$ cat src/rtl/ctrl_pkg.sv
// Shared controller definitions: instruction field positions, NOP encoding,
// writeback FSM states and small opcode decode helpers.
package ctrl_pkg;

    localparam int COND_MSB = 31;
    localparam int COND_LSB = 28;
    localparam int OPC_MSB  = 27;
    localparam int OPC_LSB  = 21;
    localparam int RD_MSB   = 15;
    localparam int RD_LSB   = 12;

    localparam logic [3:0]  NOP_COND  = 4'b1111;
    localparam logic [31:0] NOP_INSTR = 32'hF000_0000;
    localparam logic [3:0]  CMP_OPC   = 4'b1010;

    typedef enum logic [1:0] {
        IDLE,
        WAIT,
        WRITE
    } wb_state_t;

    // Loads live in two opcode groups; bit 4 separates LDR from STR.
    function automatic logic is_ldr(input logic [6:0] opc);
        return ((opc[6:5] == 2'b11) || (opc[6:3] == 4'b1000)) && !opc[4];
    endfunction

    function automatic logic is_data(input logic [6:0] opc);
        return !opc[6] && (opc[5:4] != 2'b10) && (opc[3:0] != CMP_OPC);
    endfunction

endpackage

$ cat src/rtl/writeback_unit_if.sv
// Pipeline-side signals of the writeback stage. The forwarding pair is only
// present when WB_FWD_EN is defined.
interface writeback_unit_if;

    logic [31:0] instr_in;
    logic        branch_in;
    logic        branch_ref;
    logic        sel_stall;
    logic [3:0]  rd;
    logic [31:0] instr_output;
    logic        branch_value;
    logic        w_en2;
    logic [3:0]  w_addr2;
    logic        stall_req;
`ifdef WB_FWD_EN
    logic        fwd_valid;
    logic [3:0]  fwd_addr;

    modport slave (
        input  instr_in, branch_in, branch_ref, sel_stall,
        output rd, instr_output, branch_value, w_en2, w_addr2, stall_req,
        output fwd_valid, fwd_addr
    );

    modport master (
        output instr_in, branch_in, branch_ref, sel_stall,
        input  rd, instr_output, branch_value, w_en2, w_addr2, stall_req,
        input  fwd_valid, fwd_addr
    );
`else
    modport slave (
        input  instr_in, branch_in, branch_ref, sel_stall,
        output rd, instr_output, branch_value, w_en2, w_addr2, stall_req
    );

    modport master (
        output instr_in, branch_in, branch_ref, sel_stall,
        input  rd, instr_output, branch_value, w_en2, w_addr2, stall_req
    );
`endif

endinterface

$ cat src/rtl/wb_load_fsm.sv
// Load sequencer for the writeback stage: waits out the data-memory latency
// for a live LDR, requesting a stall meanwhile, then enables the port-2 write.
module wb_load_fsm
    import ctrl_pkg::*;
#(
    parameter int MEM_LATENCY = 1
) (
    input  logic clk,
    input  logic rst,
    input  logic load_ldr_i,
    input  logic live_i,
    input  logic sel_stall_i,
    output logic in_wait_o,
    output logic w_en2_o,
    output logic stall_req_o
);

    localparam logic [3:0] WAIT_INIT = 4'(MEM_LATENCY - 1);

    wb_state_t  state_q, state_d;
    logic [3:0] cnt_q, cnt_d;

    always_ff @(posedge clk or posedge rst) begin
        if (rst) begin
            state_q <= IDLE;
            cnt_q   <= 4'd0;
        end else begin
            state_q <= state_d;
            cnt_q   <= cnt_d;
        end
    end

    always_comb begin
        state_d = state_q;
        cnt_d   = cnt_q;
        unique case (state_q)
            IDLE: begin
                if (load_ldr_i) begin
                    if (MEM_LATENCY == 1) begin
                        state_d = WRITE;
                    end else begin
                        state_d = WAIT;
                        cnt_d   = WAIT_INIT;
                    end
                end
            end
            WAIT: begin
                // A squashed load abandons the wait without writing.
                if (!live_i) begin
                    state_d = IDLE;
                    cnt_d   = 4'd0;
                end else if (cnt_q == 4'd1) begin
                    state_d = WRITE;
                    cnt_d   = 4'd0;
                end else begin
                    cnt_d = cnt_q - 4'd1;
                end
            end
            WRITE: begin
                if (!sel_stall_i) begin
                    if (!load_ldr_i) begin
                        state_d = IDLE;
                    end else if (MEM_LATENCY == 1) begin
                        state_d = WRITE;
                    end else begin
                        state_d = WAIT;
                        cnt_d   = WAIT_INIT;
                    end
                end
            end
            default: begin
                state_d = IDLE;
                cnt_d   = 4'd0;
            end
        endcase
    end

    assign in_wait_o   = (state_q == WAIT);
    assign w_en2_o     = (state_q == WRITE) && live_i;
    assign stall_req_o = (state_q == WAIT) && live_i;

endmodule

$ cat src/rtl/writeback_unit.sv
// Writeback stage: holds the instruction from the memory stage, squashes it on a
// branch-tag mismatch and writes loaded data to Rd. Optional macro: WB_FWD_EN.
module writeback_unit
    import ctrl_pkg::*;
#(
    parameter int MEM_LATENCY = 1
) (
    input  logic             clk,
    input  logic             rst,
    writeback_unit_if.slave  wb
);

    logic [31:0] instr_q, instr_d;
    logic        tag_q, tag_d;
    logic        in_wait;
    logic        load;
    logic        in_live;
    logic        load_ldr;
    logic        live;

    // The register freezes while a load waits so Rd stays stable until its write.
    assign load     = !wb.sel_stall && !in_wait;
    assign in_live  = (wb.instr_in[COND_MSB:COND_LSB] != NOP_COND) &&
                      (wb.branch_in == wb.branch_ref);
    assign load_ldr = load && in_live && is_ldr(wb.instr_in[OPC_MSB:OPC_LSB]);
    assign live     = (instr_q[COND_MSB:COND_LSB] != NOP_COND) &&
                      (tag_q == wb.branch_ref);

    always_comb begin
        instr_d = instr_q;
        tag_d   = tag_q;
        if (load) begin
            instr_d = wb.instr_in;
            tag_d   = wb.branch_in;
        end
    end

    always_ff @(posedge clk or posedge rst) begin
        if (rst) begin
            instr_q <= NOP_INSTR;
            tag_q   <= 1'b0;
        end else begin
            instr_q <= instr_d;
            tag_q   <= tag_d;
        end
    end

    wb_load_fsm #(
        .MEM_LATENCY (MEM_LATENCY)
    ) u_load_fsm (
        .clk         (clk),
        .rst         (rst),
        .load_ldr_i  (load_ldr),
        .live_i      (live),
        .sel_stall_i (wb.sel_stall),
        .in_wait_o   (in_wait),
        .w_en2_o     (wb.w_en2),
        .stall_req_o (wb.stall_req)
    );

    assign wb.rd           = instr_q[RD_MSB:RD_LSB];
    assign wb.w_addr2      = instr_q[RD_MSB:RD_LSB];
    assign wb.instr_output = instr_q;
    assign wb.branch_value = tag_q;

`ifdef WB_FWD_EN
    // A live load forwards only during its write cycle, which w_en2 already marks.
    assign wb.fwd_valid = wb.w_en2 || (live && is_data(instr_q[OPC_MSB:OPC_LSB]));
    assign wb.fwd_addr  = instr_q[RD_MSB:RD_LSB];
`endif

endmodule

$ cat src/flat_wrapper.sv
// flat-port wrapper written by rule: the top's interface ports become plain ports
module writeback_unit_flat import ctrl_pkg::*;
#(
    parameter int MEM_LATENCY = 1
)
  (clk, rst, wb_instr_in, wb_branch_in, wb_branch_ref, wb_sel_stall, wb_rd, wb_instr_output, wb_branch_value, wb_w_en2, wb_w_addr2, wb_stall_req);
  writeback_unit_if wb_i ();
  input  logic clk;
  input  logic rst;
  input wire logic [$bits(wb_i.instr_in)-1:0] wb_instr_in;
  input wire logic [$bits(wb_i.branch_in)-1:0] wb_branch_in;
  input wire logic [$bits(wb_i.branch_ref)-1:0] wb_branch_ref;
  input wire logic [$bits(wb_i.sel_stall)-1:0] wb_sel_stall;
  output wire logic [$bits(wb_i.rd)-1:0] wb_rd;
  output wire logic [$bits(wb_i.instr_output)-1:0] wb_instr_output;
  output wire logic [$bits(wb_i.branch_value)-1:0] wb_branch_value;
  output wire logic [$bits(wb_i.w_en2)-1:0] wb_w_en2;
  output wire logic [$bits(wb_i.w_addr2)-1:0] wb_w_addr2;
  output wire logic [$bits(wb_i.stall_req)-1:0] wb_stall_req;
  assign wb_i.instr_in = wb_instr_in;
  assign wb_i.branch_in = wb_branch_in;
  assign wb_i.branch_ref = wb_branch_ref;
  assign wb_i.sel_stall = wb_sel_stall;
  assign wb_rd = wb_i.rd;
  assign wb_instr_output = wb_i.instr_output;
  assign wb_branch_value = wb_i.branch_value;
  assign wb_w_en2 = wb_i.w_en2;
  assign wb_w_addr2 = wb_i.w_addr2;
  assign wb_stall_req = wb_i.stall_req;
  writeback_unit #(.MEM_LATENCY(MEM_LATENCY)) u_core (.clk(clk), .rst(rst), .wb(wb_i));
endmodule
$ cat config.mk
export PLATFORM = sky130hd
export DESIGN_NAME = writeback_unit_flat
export DESIGN_NICKNAME = d
export VERILOG_FILES = /design/src/rtl/ctrl_pkg.sv /design/src/rtl/writeback_unit_if.sv /design/src/rtl/wb_load_fsm.sv /design/src/rtl/writeback_unit.sv /design/src/flat_wrapper.sv
export SDC_FILE = /design/constraint.sdc
export NUM_CORES = 1
export LEC_CHECK = 0
export BUFFER_PORTS_ARGS = -buffer_cell sky130_fd_sc_hd__buf_2
export CORE_MARGIN = 3
export CORE_UTILIZATION = 25
export DETAILED_ROUTE_END_ITERATION = 8
export GPL_TIMING_DRIVEN = 1
export PLACE_DENSITY = 0.49
export SYNTH_ARGS = -nofsm -noshare
export SYNTH_HDL_FRONTEND = slang
export SYNTH_SLANG_ARGS = --single-unit
export TNS_END_PERCENT = 1
$ cat constraint.sdc
create_clock -name clk -period 1.2 [get_ports clk]
set_input_delay 0.24 -clock clk [delete_from_list [all_inputs] [get_ports clk]]
set_output_delay 0.24 -clock clk [all_outputs]
set_load 0.01 [all_outputs]
Word-level counts from Yosys, hierarchy flattened
Cells that the tools add are included.

storage, ports and cells
  bits in registers = 39

operators by class
  reduce and logical (&&, ||, !) cells = 15
  multiplexer cells = 9
  eq/ne operators = 12
  add/subtract/negate cells = 1

operator list
  kind                   count
  $mux W2                5
  $logic_and A1 B1 Y1    8
  $mux W4                2
  $ne A4 B4 Y1 const B   2
  $pmux W4 S2            1
  $pmux W2 S3            1
  $eq A2 B2 Y1 const B   2
  $eq A4 B1 Y1 const B   1
  $eq A4 B4 Y1 const B   1
  $ne A2 B2 Y1 const B   2
  $sub A4 B1 Y4 const B  1
  $logic_not A1 Y1       3
  $ne A3 B3 Y1 const B   1
  $reduce_and A3 Y1      1
  $eq A1 B1 Y1           2
  $eq A2 B1 Y1 const B   1
  $logic_not A2 Y1       1
  $reduce_or A2 Y1       1
  $logic_or A1 B1 Y1     1

Depth between registers and ports, before layout
  word-level depth = 8
  gate-level depth with buffers = 3

Cells and area by module
From an unflattened synthesis, not the netlist that was laid out.

second synthesis, totals
  cells, all modules = 93
  area, all modules = 1428.9 µm²

modules (own cells, without submodules)
  module          instances  area an instance (µm²)  sequential area each (µm²)  cells each
  writeback_unit  1          1367.6                  830.8                       86
  wb_load_fsm     1          61.3                    25.0                        7

Least setup slack after synthesis
OpenSTA, ideal clock, no wires.

  path type = register -> output
  start = reg u_core.tag_q, in the netlist u_core.wb.branch_value
  end = out wb_w_en2
  required time = 960 ps
  stages on the path, launching flop included = 4
  buffers on the path = 0
  arrival time = 864 ps
  path slack = 96 ps
  path through = dfrtp_1 -> xnor2_1 -> nand2_1 -> a41oi_1

on the way
  longest elaborated chain between the ends = 3

ends and longest elaborated chain
  item                    line                  RTL
  from (decl)             writeback_unit.sv:14  logic tag_q, tag_d;
  from (signal assigned)  writeback_unit.sv:44  tag_q <= tag_d;
  $eq A1 B1 Y1            writeback_unit.sv:27  (tag_q == wb.branch_ref);
  $logic_and A1 B1 Y1     writeback_unit.sv:26  assign live = (instr_q[COND_MSB:COND_LSB] != NOP_COND) &&
  $logic_and A1 B1 Y1     wb_load_fsm.sv:79     assign w_en2_o = (state_q == WRITE) && live_i;
  to (decl)               flat_wrapper.sv:17    output wire logic [$bits(wb_i.w_en2)-1:0] wb_w_en2;

No other way between the ends.

Worst setup path in the final report
Same ends and word-level chain as after synthesis.

==> metrics.md <==
| Metric | Value |
|---|---|
| Status | `complete, but fails checks` |
| Violated checks | `negative setup slack` |
| DRT met1 WL | `approximately 1300 um` |
| Drt pass-1 iters | `2` |
| FP Rows | `27` |
| Pre-CTS WS | `between 0.07 and 0.08 ns` |
| DR vias/cell | `roughly 4` |
| Routability-driven placement congestion ratio | `0.744` |
| Post-synth ARST share | `1.00` |
| Seq/Total Area, Yosys | `0.555` |
| Post-route setup TNS | `-0.211 ns` |
| DR WL/cell | `13.4 um` |
| Starting density of the core | `0.269` |
| Critical register-to-register path startpoint | `u_core.wb.branch_value` |
| Worst VDD drop | `~0.00041 V` |
| Root buf cell | `clkbuf_8` |
| CP max stage delay | `0.39 ns` |
| Die area | `around 7000 sq um` |
| Leading area contributor after synthesis | `dfrtp_1` |
| Syn_nets | `between 100 and 150` |
| Total number of vias | `993` |
| CTS Buf Count | `5` |
| Area share of the largest cell type after synthesis | `0.487` |
| Initial antenna violation count | `0` |
| Final setup viols | `1` |
| N_diodes | `0` |
| Worst EP arrival | `roughly 1.2 ns` |
| CP top delay family | `flip-flops` |
| Clock tree from TritonCTS | `built` |
| Fmax | `about 700 MHz` |
| WL final | `3240 um` |
| Area share of and/or/nand/nor cells after synthesis | `0.00973` |
| Most common cell in the synthesized netlist | `dfrtp_1` |
| Yosys reg bits | `34` |
| Met3 wire len | `around 290 um` |
| DR iter-0 viols | `12` |
| Mux share of post-synthesis cell area | `0.311` |
| Top sig layer | `met4` |
| Final nets | `approximately 210` |
| PnR worst setup slack | `-0.211 ns` |
| Period utilization | `1.18` |
| Tot Pwr | `2.93 mW` |
| Share of cells above drive strength 1 | `0.746` |
| Worst path slowest cell | `dfrtp_1` |
| Mapped Area | `1540 sq um` |
| IO Port Bufs | `78` |
| Met2 wire length | `between 1500 and 2000 um` |
| Compound-gate portion of the synthesized area | `0.0178` |
| CTS clock-pin slew for the worst setup and hold paths | `~0.070 ns` |
| Setup crit end kind | `output port` |
| GRT Overall Usage | `0.0932` |
| Post-synth cell types | `16` |
| GR Overflow Total | `0` |
| Tmin final | `about 1.4 ns` |
| Total core area | `5740 sq um` |
| EDFF count, synth | `0` |
| Clock H-tree levels | `2` |
| RSZ-0062 raised after global routing | `true` |
| Global-route wire length before repair | `around 5300 um` |
| Hold Path Origin | `wb_instr_in[0]` |
| DRC | `0` |
| Largest family of logic cells by synthesized area | `multiplexers` |
| Height of the die | `about 85 um` |
| Number of clock sinks | `34` |
| Critical path class | `reg -> out` |
| Top FF cell, synth | `dfrtp_1` |
| Maximum clock path buffer count | `2` |
| Top post-synthesis cells by area | `dfrtp_1, mux2_4, dfstp_2, buf_4, buf_12` |
| Crit start category | `flop` |
| Critical path origin | `u_core.wb.branch_value` |
| Dpl hpwl | `between 2000 and 3000 um` |
| Synth warn | `0` |
| Post-route ant nets | `0` |
| Post-synthesis adder-cell area fraction | `0` |
| Worst Skew | `0 ns` |
| Post-Synth XOR/XNOR Area | `0.0114` |
| LEAKAGE | `roughly 1.1 nW` |
| Crit-path cells | `xnor2_1, nand2_1, a41oi_1, buf_2` |
| Pwr Density | `approximately 1400 nW/um^2` |
| Final core area utilization | `0.365` |
| Worst min-delay path class | `in -> reg` |
| Placed Area | `approximately 1900 sq um` |
| Largest net degree at the start of global routing | `21` |
| I/O pin cnt | `80` |
| Max-slew violation count | `0` |
| Most common library cells after synthesis | `dfrtp_1, mux2_4, buf_4` |
| Max_cap viols | `0` |
| Buf/Inv on CP | `1` |
| Worst-path fanout max | `2` |
| Hold Vio Cnt, Final | `0` |
| Post-synthesis instance total | `90` |
| Fin area | `roughly 2100 sq um` |
| Req. time, crit path | `around 0.96 ns` |
| Syn Area/Cell | `approximately 17 sq um` |
| Area grow syn2layout | `35.8%` |
| Insertion delay to the later sink of the worst-skew pair | `approximately 0.28 ns` |
| Number of global-route vias before repair | `between 1000 and 1500` |
| Die Span X | `around 85 um` |
-- path summary, 6_finish.rpt --
| check | to | slack (ns) | cells after the start |
|---|---|---|---|
| setup / recovery | wb_w_en2 | -0.21 | 4 |
| hold / removal | u_core.wb.instr_output[0] | 0.19 | 2 |
| setup reg to reg | u_core.wb.branch_value | 0.31 | 2 |
| hold reg to reg | u_core.u_load_fsm.state_q[1] | 0.50 | 1 |
| max in group asynchronous | u_core.wb.instr_output[30] | 0.38 | 4 |
| min in group asynchronous | u_core.wb.instr_output[23] | 0.53 | 4 |
-- kinds of logic (layout without fill, tap and decap cells) --
| family | count (synthesis) | count (layout) |
|---|---|---|
| buffers and inverters | 14 | 93 |
| other | 1 | 1 |
| and+or+nand+nor | 3 | 3 |
| muxes | 33 | 33 |
| xor gates and xnor gates | 2 | 2 |
| DFF | 34 | 34 |
| AOI/OAI and AO/OA | 3 | 3 |
-- timing repair --
action,in CTS,in global routing
resized for setup,4,1
hold buffers,1,0
buffers inserted,1,0
endpoints found under the hold margin,14,0
endpoints found under the setup margin,5,6
-- where the power goes --
group          switching (mW)  internal, mW  total, mW
Sequential             0.0709          1.27       1.34
Combinational           0.240         0.342      0.582
Clock                   0.382         0.621       1.00
Total                   0.692          2.23       2.93
-- worst register-to-register path, delay by kind of cell, from the launching register on --
family	cells	cell delay, ns
multiplexers	1	0.25
buffers and inverters	1	0.14
flip-flops	1	0.39
-- stage by stage --
| stage | instances | hold slack (ns) |
|---|---|---|
| after CTS | 241 | 0.177 |
| final | 241 | 0.186 |
| after floorplan | 90 | 0.379 |
| after global placement | 231 | 0.277 |
| after global routing | 241 | 0.178 |
| after detailed placement | 231 | 0.274 |
-- layout by cell type, fill, tap and decap left out, drive strengths merged --
cell / count
buf: 83
mux2: 33
dfrtp: 30
clkbuf: 7
dfstp: 4
a41oi: 2
xnor2: 1
nand2: 1
inv: 1
xor2: 1
nor2b: 1
nor3: 1
a32o: 1
conb: 1
bufinv: 1
dlygate4sd3: 1
-- per-layer routing --
layer,vias to the layer above,track usage
li1,460,-
met1,478,0.108
met2,51,0.150
met3,4,0.0343
met4,0,0.0475
met5,-,0
-- final cells by class --
cell class	count	area, sq um
inverter	1	3.75
multi-input combinational	42	544
clock inverter	1	30.0
clock buffer	7	76.3
sequential	34	856
fill	571	3650
tap	72	90.1
timing repair buffer	84	494
-- state kept, by name (all words and copies together) (netlist names) --
name	flops
u_core.wb.instr_output	32
u_core.wb.branch_value	1
u_core.u_load_fsm.state_q	1
No activity file was read; power rests on OpenSTA's default activity.
